`src/rtl/exe_alu_sequencer.sv`:
```
// Y86 execute stage: drives the external ALU, registers valE and owns {ZF,SF,OF}.
// Optional EXE_PERF_CNT_EN adds perf_insn / perf_stall counters.
module exe_alu_sequencer #(
    parameter int unsigned W      = 64,
    parameter logic [2:0]  CC_RST = 3'b100
) (
    input  logic         clk,
    input  logic         rst,
    input  logic         in_valid,
    output logic         in_ready,
    input  logic [3:0]   in_icode,
    input  logic [3:0]   in_ifun,
    input  logic [W-1:0] in_valA,
    input  logic [W-1:0] in_valB,
    input  logic [W-1:0] in_valC,
    output logic [W-1:0] alu_num1,
    output logic [W-1:0] alu_num2,
    output logic [1:0]   alu_ctrl,
    input  logic [W-1:0] alu_out,
    output logic         out_valid,
    input  logic         out_ready,
    output logic [3:0]   out_icode,
    output logic [W-1:0] out_valE,
    output logic [W-1:0] out_valA,
    output logic         out_cnd,
    output logic         out_err,
    output logic [2:0]   cc
`ifdef EXE_PERF_CNT_EN
    ,
    output logic [31:0]  perf_insn,
    output logic [31:0]  perf_stall
`endif
);

    typedef enum logic [1:0] {S_EMPTY, S_FULL, S_HALTED} state_t;

    typedef struct packed {
        logic [3:0]   icode;
        logic [W-1:0] valE;
        logic [W-1:0] valA;
        logic         cnd;
        logic         err;
    } rsp_t;

    localparam logic [W-1:0] C_PLUS8  = W'(8);
    localparam logic [W-1:0] C_MINUS8 = ~C_PLUS8 + 1'b1;

    state_t      r_state, w_state_nxt;
    rsp_t        r_rsp, w_rsp;
    logic [2:0]  r_cc;
    logic        w_accept;
    logic        w_illegal;
    logic        w_cc_upd;
    logic        w_zf, w_sf, w_of;
    logic        w_cond;
    logic        w_sxo;

    // Operand routing follows the Y86 SEQ/PIPE aluA/aluB selection.
    always_comb begin
        alu_num2 = '0;
        case (in_icode)
            4'h2, 4'h6:       alu_num2 = in_valA;
            4'h3, 4'h4, 4'h5: alu_num2 = in_valC;
            4'h8, 4'hA:       alu_num2 = C_MINUS8;
            4'h9, 4'hB:       alu_num2 = C_PLUS8;
            default:          alu_num2 = '0;
        endcase
    end

    always_comb begin
        alu_num1 = '0;
        case (in_icode)
            4'h4, 4'h5, 4'h6, 4'h8, 4'h9, 4'hA, 4'hB: alu_num1 = in_valB;
            default:                                  alu_num1 = '0;
        endcase
    end

    assign alu_ctrl  = (in_icode == 4'h6) ? in_ifun[1:0] : 2'b00;
    assign w_illegal = (in_icode > 4'hB) | ((in_icode == 4'h6) & (in_ifun > 4'd3));
    assign w_cc_upd  = w_accept & (in_icode == 4'h6) & (in_ifun <= 4'd3);

    assign w_zf = (alu_out == '0);
    assign w_sf = alu_out[W-1];

    always_comb begin
        w_of = 1'b0;
        case (in_ifun[1:0])
            2'b00:   w_of = (in_valA[W-1] == in_valB[W-1]) & (alu_out[W-1] != in_valB[W-1]);
            2'b01:   w_of = (in_valB[W-1] != in_valA[W-1]) & (alu_out[W-1] != in_valB[W-1]);
            default: w_of = 1'b0;
        endcase
    end

    // Conditions see the flags as they stand before this instruction's edge.
    assign w_sxo = r_cc[1] ^ r_cc[0];

    always_comb begin
        w_cond = 1'b0;
        case (in_ifun)
            4'h0:    w_cond = 1'b1;
            4'h1:    w_cond = w_sxo | r_cc[2];
            4'h2:    w_cond = w_sxo;
            4'h3:    w_cond = r_cc[2];
            4'h4:    w_cond = ~r_cc[2];
            4'h5:    w_cond = ~w_sxo;
            4'h6:    w_cond = ~w_sxo & ~r_cc[2];
            default: w_cond = 1'b0;
        endcase
    end

    always_comb begin
        w_rsp       = '0;
        w_rsp.icode = in_icode;
        w_rsp.valE  = w_illegal ? '0 : alu_out;
        w_rsp.valA  = in_valA;
        w_rsp.cnd   = ((in_icode == 4'h2) | (in_icode == 4'h7)) & w_cond;
        w_rsp.err   = w_illegal;
    end

    always_comb begin
        w_state_nxt = r_state;
        in_ready    = 1'b0;
        case (r_state)
            S_EMPTY: in_ready = 1'b1;
            S_FULL:  in_ready = out_ready & (r_rsp.icode != 4'h0);
            default: in_ready = 1'b0;
        endcase
        w_accept = in_valid & in_ready;
        case (r_state)
            S_EMPTY: if (w_accept) w_state_nxt = S_FULL;
            S_FULL: begin
                // A drained halt parks the stage until reset.
                if (w_accept)
                    w_state_nxt = S_FULL;
                else if (out_ready)
                    w_state_nxt = (r_rsp.icode == 4'h0) ? S_HALTED : S_EMPTY;
            end
            S_HALTED: w_state_nxt = S_HALTED;
            default:  w_state_nxt = S_EMPTY;
        endcase
    end

    always_ff @(posedge clk or posedge rst) begin
        if (rst) begin
            r_state <= S_EMPTY;
            r_rsp   <= '0;
            r_cc    <= CC_RST;
        end else begin
            r_state <= w_state_nxt;
            if (w_accept) r_rsp <= w_rsp;
            if (w_cc_upd) r_cc  <= {w_zf, w_sf, w_of};
        end
    end

    assign out_valid = (r_state == S_FULL);
    assign out_icode = r_rsp.icode;
    assign out_valE  = r_rsp.valE;
    assign out_valA  = r_rsp.valA;
    assign out_cnd   = r_rsp.cnd;
    assign out_err   = r_rsp.err;
    assign cc        = r_cc;

`ifdef EXE_PERF_CNT_EN
    logic [31:0] r_perf_insn, r_perf_stall;

    always_ff @(posedge clk or posedge rst) begin
        if (rst) begin
            r_perf_insn  <= '0;
            r_perf_stall <= '0;
        end else begin
            if (w_accept) r_perf_insn <= r_perf_insn + 32'd1;
            if ((r_state == S_FULL) & ~out_ready) r_perf_stall <= r_perf_stall + 32'd1;
        end
    end

    assign perf_insn  = r_perf_insn;
    assign perf_stall = r_perf_stall;
`endif

endmodule

```
`config.mk`:
```
export PLATFORM = sky130hd
export DESIGN_NAME = exe_alu_sequencer
export DESIGN_NICKNAME = d
export VERILOG_FILES = /design/src/rtl/exe_alu_sequencer.sv
export SDC_FILE = /design/constraint.sdc
export NUM_CORES = 1
export LEC_CHECK = 0
export CORE_AREA = 2 2 210 212
export DETAILED_ROUTE_END_ITERATION = 12
export DIE_AREA = 0 0 212 214
export PLACE_DENSITY = 0.48
export SLEW_MARGIN = 20
export SYNTH_ARGS = -nofsm -noshare
export SYNTH_HDL_FRONTEND = slang
export SYNTH_SLANG_ARGS = --single-unit
```
`constraint.sdc`:
```
create_clock -name clk -period 6.1 [get_ports clk]
set_clock_uncertainty 0.2 [all_clocks]
set_input_delay 1.525 -clock clk [delete_from_list [all_inputs] [get_ports clk]]
set_output_delay 1.525 -clock clk [all_outputs]
set_load 0.05 [all_outputs]
```
# Yosys cells after proc, flatten, opt, wreduce, memory -nomap -nowiden
# Cells that the tools add are included.
op_classes:
  order_cmp: 3
  add_sub_neg: 0
  multipliers: 0
  n_div: 0
  n_mux: 12
  shift: 0
  eq_ne: 24
  n_reduce_logical: 12
  n_bitwise: 15
op_table:
  columns: ["cell", "count"]
  rows:
  - ["$pmux 64 s4", 1]
  - ["$mux 64", 2]
  - ["$logic_not 64->1", 1]
  - ["$eq 4x3->1 const B", 7]
  - ["$eq 4x2->1 const B", 4]
  - ["$eq 4x4->1 const B", 4]
  - ["$mux 2", 5]
  - ["$and 1x1->1", 9]
  - ["$logic_not 4->1", 2]
  - ["$pmux 1 s7", 1]
  - ["$reduce_or 7->1", 1]
  - ["$pmux 2 s3", 1]
  - ["$reduce_or 2->1", 3]
  - ["$eq 2x1->1 const B", 2]
  - ["$eq 4x1->1 const B", 1]
  - ["$gt 4x2->1 const B", 1]
  - ["$gt 4x4->1 const B", 1]
  - ["$le 4x2->1 const B", 1]
  - ["$logic_not 2->1", 2]
  - ["$pmux 1 s2", 2]
  - ["$reduce_bool 4->1", 1]
  - ["$ne 3x1->1 const B", 1]
  - ["$or 1x1->1", 3]
  - ["$reduce_or 3->1", 1]
  - ["other kinds (7)", 9]
totals:
  latch_bits: 0
  mem_bits_ro: 0
  mem_count: 0
  output_inout_bits: 269
  ff_bits: 139
  wordCells: 73
  in_bits: 268
  ram_bits: 0

# Logic depth before layout (Yosys ltp)
# Gate-level depths: netlist (run 1).
depth:
  ltp_word: 6
  depth_mapped: 7
  mapped_depth_nobuf: 5

# Least setup slack after synthesis (run 1)
# OpenSTA, ideal clock, no wires.
synth_path:
  path_type: "input to output"
  startpoint: "in in_icode[3]"
  endpoint: "out alu_num2[3]"
  path_stages: 4
  t_required_ns: 4.375
  path_buffers: 1
  arrival_ns: 2.975
  setup_slack_ns: 1.400
  cell_sequence: "buf_4 -> nor3b_1 -> a31oi_1 -> o21ai_0"
synth_via:
  elab_chain_len: 3
  elab_cells_between_ends: 14
  cone_classes: "9 x eq/ne; 1 x mux; 4 x reduce/logical"
synth_lines:
  columns: ["element", "line_no", "source"]
  rows:
  - ["start: declaration", "11", "input logic [3:0] in_icode,"]
  - ["$eq 4x3->1 (tied with other cells)", "61", "case (in_icode)"]
  - ["$reduce_or 3->1 or $reduce_or 2->1 (tied branches)", "61", null]
  - ["$pmux 64 s4 *", "61", null]
  - ["end: declaration", "17", "output logic [W-1:0] alu_num2,"]
# Every way passes the cells marked *; elsewhere a longest branch is shown, timed or not.

# Worst setup path in the final report (run 1)
layout_path:
  startpoint: "in in_icode[3]"
  endpoint: "out alu_num1[30]"
layout_via:
  elab_chain_len: 3
  elab_cells_between_ends: 9
  cone_classes: "7 x eq/ne; 1 x mux; 1 x reduce/logical"
layout_lines:
  columns: ["element", "line_no", "source"]
  rows:
  - ["$eq 4x3->1 or $eq 4x4->1 (tied branches)", "72", "case (in_icode)"]
  - ["$reduce_or 7->1 *", "72", null]
  - ["$mux 64 *", "72", null]
  - ["end: declaration", "16", "output logic [W-1:0] alu_num1,"]
# Marks and branches as above.

==> impl_metrics.yaml, run 1 <==
status:
  status: "finished clean"
pwr:
  seq_power_share: 0.342
  pwr-share-comb: 0.273
  p_leak_nw: 5.733
  swShare: 0.3150
  powerDensity_nw_per_um2: 198.9
  switchingPower_mw: 0.8482
  internal_power_mw: 1.845
  ir_worst_vdd_mv: 0.1814
  p_clk_frac: 0.385
floorplan:
  pin_count: 537
  coreArea_um2: 42890
  fp.dieW_um: 212
  die_h_um: 214
  start_util: 0.1573
  die-area_um2: 45370
  num_rows: 76
grt:
  gr-usage-met3: 0.05732
  grt_pass1_wl_um: 45240
  grt-busiest-layer: "met2"
  antenna_found_initial: 3
  met2_usage: 0.2321
  gr-usage-met1: 0.1486
  grt_max_degree: 76
  grt-ovfl-total: 0
  grt_pass1_vias: 6966
  grt_usage: 0.1334
drt:
  viasPerCell: 4.004
  drt-pass1-iter-count: 4
  drc: 0
  drt-initial-drc-count: 260
  wire_per_inst_um: 18.81
  wirelength_um: 30900
  ant_nets: 0
  via_count: 6578
worst_hold_path:
  hold_class: "reg -> reg"
  whs_path_depth: 1
  min_to: "out_valA[3]"
  hold_start: "out_valA[3]"
setup_path:
  timing.rr.end: "out_valA[28]"
  path_class: "in -> out"
  regToRegSetupSlack_ps: 3430
  timing.rr.start: "out_icode[0]"
  crit_required_ps: 4380
  reg2reg_depth: 5
  cp-start-kind: "input port"
  crit_path_end_kind: "output pin"
  path_max_fanout: 30
  cp_data_arrival_time_ps: 3930
clock_network:
  cts_tree: "built"
  clockBufferDepth: 2
  cts_sinks: 139
  ctsHoldBuffers: 0
  cts_resized: 0
  postCtsSetupBuffers: 0
  htree_levels: 4
  clkTransAtPathRegs_ps: 60
  cts-root-buf: "clkbuf_16"
  clk_latency_ps: 430
  numCtsBuffers: 17
sta:
  fmax_ghz: 0.1769
  maxSlewHeadroom: 0.5124
  period_minus_slack_ps: 5654
  finalCritPeriodShare: 0.9268
  slew_violations: 0
  rsz0062_at_grt: "no"
  finalHoldViolations: 0
  worst_slew_pin_slew_ps: 731.4
  tns_ps: 0
  final-setup-viol-count: 0
cells_and_area:
  fin_util: 0.3157
  fin_nets: 1312
  syn_to_final_growth_pct: 100.7
  stdcell_count: 1643
  drive_gt1_frac: 0.1968
  fill_cells: 4335
synth:
  yosysUniqueCellTypes: 44
  synth_top_area_frac: 0.5119
  avgSynthCellArea_um2: 12.80
  synth.most_common_cell: "dfrtp_1"
  ys_warn_count: 0
  syn_inst: 527
  yosysTopAreaCell: "dfrtp_1"
  synth_seq_cells: 139
  synthesis.nets: 795
  synthTopCellsByArea: "dfrtp_1, a221o_1, a22o_1, mux2_2, nor2b_1"
  yosys-top-cells-count: "dfrtp_1, a22o_1, nor2b_1"
  async_flop_share: 1.000
  syn_area_um2: 6746
  synth_edf_count: 0
  synth-seq-area-share: 0.5158
  synth_flop_cell: "dfrtp_1"
placement:
  hpwl_um: 24110
  port_buffers: 536
  gpl.final_weighted_congestion: 0.8514
  dpl.cell_count: 1610
run:
  maxCapViolCount: 0
## state kept, by name, summed over array words and instances, names as in the netlist
name and count:
out_err 1, out_icode 4, r_state 2, cc 3
out_valA 64, out_valE 64, out_cnd 1
## power by group through the flow
stage	clock network (mW)	registers [mW]	logic, mW
global route	1.13	0.921	0.767
global placement	0	0.939	0.741
detailed placement	0	0.939	0.741
CTS	1.09	0.921	0.743
finish	1.04	0.922	0.734
floorplan	0	0.939	0.326
## cell usage in the layout (no fill, tap or decap), types with 4 or more instances in the layout
master	count
clkdlybuf4s50_1	436
dfrtp_1	138
a22o_1	67
nor2b_1	66
a221o_1	60
buf_4	59
mux2_2	52
buf_12	51
nor4_1	17
clkbuf_16	17
mux2_1	16
inv_6	8
nor2_1	7
inv_1	5
nand2_1	5
o21ai_0	5
nor2_4	4
nand4_1	4
## stage by stage
stage	power [mW]	setup slack [ps]	hold slack [ps]	area (um2)
floorplan	1.265	652.1	270.1	6746
global placement	1.680	505.4	274.8	12960
detailed placement	1.680	460.8	282.1	12960
CTS	2.751	434.1	296.9	13540
global route	2.815	338.7	311.3	13540
finish	2.693	446.2	291.5	13540
## worst max path at each step
| stage | slack [ps] | from | end |
|---|---|---|---|
| after global placement | 510 | in_icode[3] | alu_num1[54] |
| after global routing | 340 | in_icode[3] | alu_num1[14] |
| after CTS | 430 | in_icode[3] | alu_num1[30] |
| after floorplan | 650 | rst | cc[0] |
| final | 450 | in_icode[3] | alu_num1[30] |
| after detailed placement | 460 | in_icode[3] | alu_num1[30] |
## worst max-delay path: stages
cell and delay [ps]:
clkdlybuf4s50_1 760, nor2b_1 370, a21oi_4 40, buf_4 230
nor2b_1 160, clkdlybuf4s50_1 820
## layout make-up
type / count / area [um2] / share of cell area
Antenna cell: 1 / 2.502 / 0.0001848
Clock buffer: 17 / 425.4 / 0.03142
Tap cell: 585 / 732.0 / 0.05406
Multi-Input combinational cell: 334 / 2890 / 0.2135
Sequential cell: 139 / 3480 / 0.2570
Inverter: 6 / 27.53 / 0.002033
Timing Repair Buffer: 546 / 5828 / 0.4305
Clock inverter: 15 / 153.9 / 0.01137
## logic make-up (layout without fill, tap and decap cells)
kind of cell / count (synthesis) / count (layout) / synth area share
AO/OA/AOI/OAI: 144 / 144 / 0.1931
flip-flops: 139 / 139 / 0.5158
AND/OR/NAND/NOR: 115 / 115 / 0.1046
multiplexers: 72 / 72 / 0.1217
buffers and inverters: 54 / 584 / 0.06102
XOR/XNOR: 3 / 3 / 0.003895
other: 0 / 1 / 0
## per-layer routing
metal,vias up,share of wire,wire [um]
li1,3072,-,-
met1,3174,0.39,12090
met2,303,0.50,15390
met3,25,0.096,2972
met4,4,0.013,415
met5,-,0.00087,27
(Power assumes the default switching activity.)
==> inputs of run 2 (changes only) <==
Settings changed: CORE_AREA 2 2 210 212 to 2 2 211 213, DIE_AREA 0 0 212 214 to 0 0 213 215.
Clock period 6.1 ns to 7 ns, I/O delays scaled along.
==> impl_metrics.yaml, run 2 (same netlist as run 1, synthesis figures left out) <==
status:
  status: "finished clean"
sta:
  period_minus_slack_ps: 6393
  fmax_ghz: 0.1564
  slew_violations: 0
  setup_ws_ps: 606.7
  tns_ps: 0
  worst_slew_pin_slew_ps: 966.8
  fin_hold_ws_ps: 290.0
  finalCritPeriodShare: 0.9133
  finalHoldViolations: 0
  maxSlewHeadroom: 0.3555
  rsz0062_at_grt: "no"
  final-setup-viol-count: 0
drt:
  wire_per_inst_um: 18.52
  ant_nets: 0
  via_count: 6603
  drc: 0
  drt-initial-drc-count: 230
  viasPerCell: 3.997
  drt-pass1-iter-count: 4
  wirelength_um: 30590
cells_and_area:
  final_cell_mix: "clkdlybuf4s50_1, dfrtp_1, a22o_1, nor2b_1, a221o_1"
  drive_gt1_frac: 0.1465
  fill_cells: 4518
  syn_to_final_growth_pct: 93.66
  stdcell_count: 1652
  fin_util: 0.2994
  stdcell_area_um2: 13070
  multi_input_area_um2: 2890
  register_area_um2: 3480
  fin_nets: 1313
  final_common_cell: "clkdlybuf4s50_1"
grt:
  grt-ovfl-total: 0
  grt_usage: 0.1290
  grt_pass1_vias: 6840
  grt_pass1_wl_um: 43820
  antenna_found_initial: 4
  grt_max_degree: 70
floorplan:
  die_h_um: 215
  coreArea_um2: 43640
  fp.dieW_um: 213
  pin_count: 537
  start_util: 0.1546
  die-area_um2: 45800
  num_rows: 77
pwr:
  powerDensity_nw_per_um2: 174.6
  p_clk_frac: 0.396
  swShare: 0.3158
  ir_worst_vdd_mv: 0.1506
  p_leak_nw: 5.474
  internal_power_mw: 1.561
  switchingPower_mw: 0.7205
  total_power_mw: 2.281
  seq_power_share: 0.352
  pwr-share-comb: 0.252
clock_network:
  numCtsBuffers: 17
  htree_levels: 4
  clkTransAtPathRegs_ps: 60
  clk_latency_ps: 440
  cts_sinks: 139
  clockBufferDepth: 2
  cts-root-buf: "clkbuf_16"
  cts_resized: 0
  ctsHoldBuffers: 0
  cts_tree: "built"
  postCtsSetupBuffers: 0
setup_path:
  critical_path_buf_inv_count: 3
  cp-start-kind: "input port"
  crit_required_ps: 5050
  reg2reg_depth: 6
  cp_top_family: "buffers and inverters"
  crit_path_end_kind: "output pin"
  regToRegSetupSlack_ps: 3650
  cp_data_arrival_time_ps: 4440
  timing.rr.start: "out_icode[0]"
  timing.rr.end: "out_valA[14]"
  path_max_fanout: 36
  crit_top_cell: "clkdlybuf4s50_1"
  crit_path_cell_trace: "clkdlybuf4s50_1 -> nor2_1 -> a21oi_4 -> buf_12 -> nor2b_1 -> clkdlybuf4s50_1"
  slowest_stage: "clkdlybuf4s50_1"
  path_class: "in -> out"
  crit_path_max_incr_delay_ps: 750
placement:
  dpl.cell_count: 1618
  pre_cts_slack_ps: 571.7
  port_buffers: 536
  gpl.final_weighted_congestion: 0.8000
  dpl_cell_area_um2: 12480
  hpwl_um: 23890
worst_hold_path:
  hold_class: "reg -> reg"
  hold_start: "out_valA[36]"
  whs_path_depth: 1
  min_to: "out_valA[36]"
run:
  maxCapViolCount: 0
[run 2: changes by cell type in the layout (fill, tap and decap cells not counted)]
| cell | previous run | this run |
|---|---|---|
| buf_4 | 59 | 56 |
| clkbuf_8 | 0 | 1 |
| diode_2 | 1 | 2 |
| clkdlybuf4s50_1 | 436 | 490 |
| inv_6 | 8 | 5 |
| buf_12 | 51 | 1 |
| clkinv_2 | 0 | 2 |
[run 2: how the worst max path moves through the flow]
stage / startpoint / end / slack, ps / cells past startpoint
after CTS: in_icode[3] / alu_num1[15] / 560 / 6
after detailed placement: in_icode[3] / alu_num1[15] / 570 / 6
after floorplan: rst / cc[0] / 1330 / 1
after global routing: in_icode[3] / alu_num1[60] / 440 / 6
after global placement: in_icode[3] / alu_num1[55] / 640 / 6
final: in_icode[3] / alu_num1[60] / 610 / 6
[run 2: cell type report]
| cell class | count | area share |
|---|---|---|
| diodes | 2 | 0.0003831 |
| clock buffers | 18 | 0.03361 |
| clock inverters | 14 | 0.01053 |
| inverters | 6 | 0.002107 |
| multi-input cells | 334 | 0.2212 |
| flip-flops and latches | 139 | 0.2663 |
| well taps | 592 | 0.05669 |
| repair buffers | 547 | 0.4091 |
[run 2: metal layers]
layer	vias to the layer above	GRT usage	wire length, um
li1	3065	-	-
met1	3211	0.1487	12230
met2	299	0.2202	14980
met3	24	0.05539	3072
met4	4	0.02844	293
met5	-	0	22
[run 2: power groups by stage]
stage | clock [mW] | combinational (mW) | sequential (mW)
2_1_floorplan | 0 | 0.284 | 0.818
3_3_place_gp | 0 | 0.580 | 0.818
3_5_place_dp | 0 | 0.579 | 0.818
4_1_cts | 0.949 | 0.580 | 0.803
5_1_grt | 0.980 | 0.601 | 0.802
6_report | 0.904 | 0.574 | 0.803
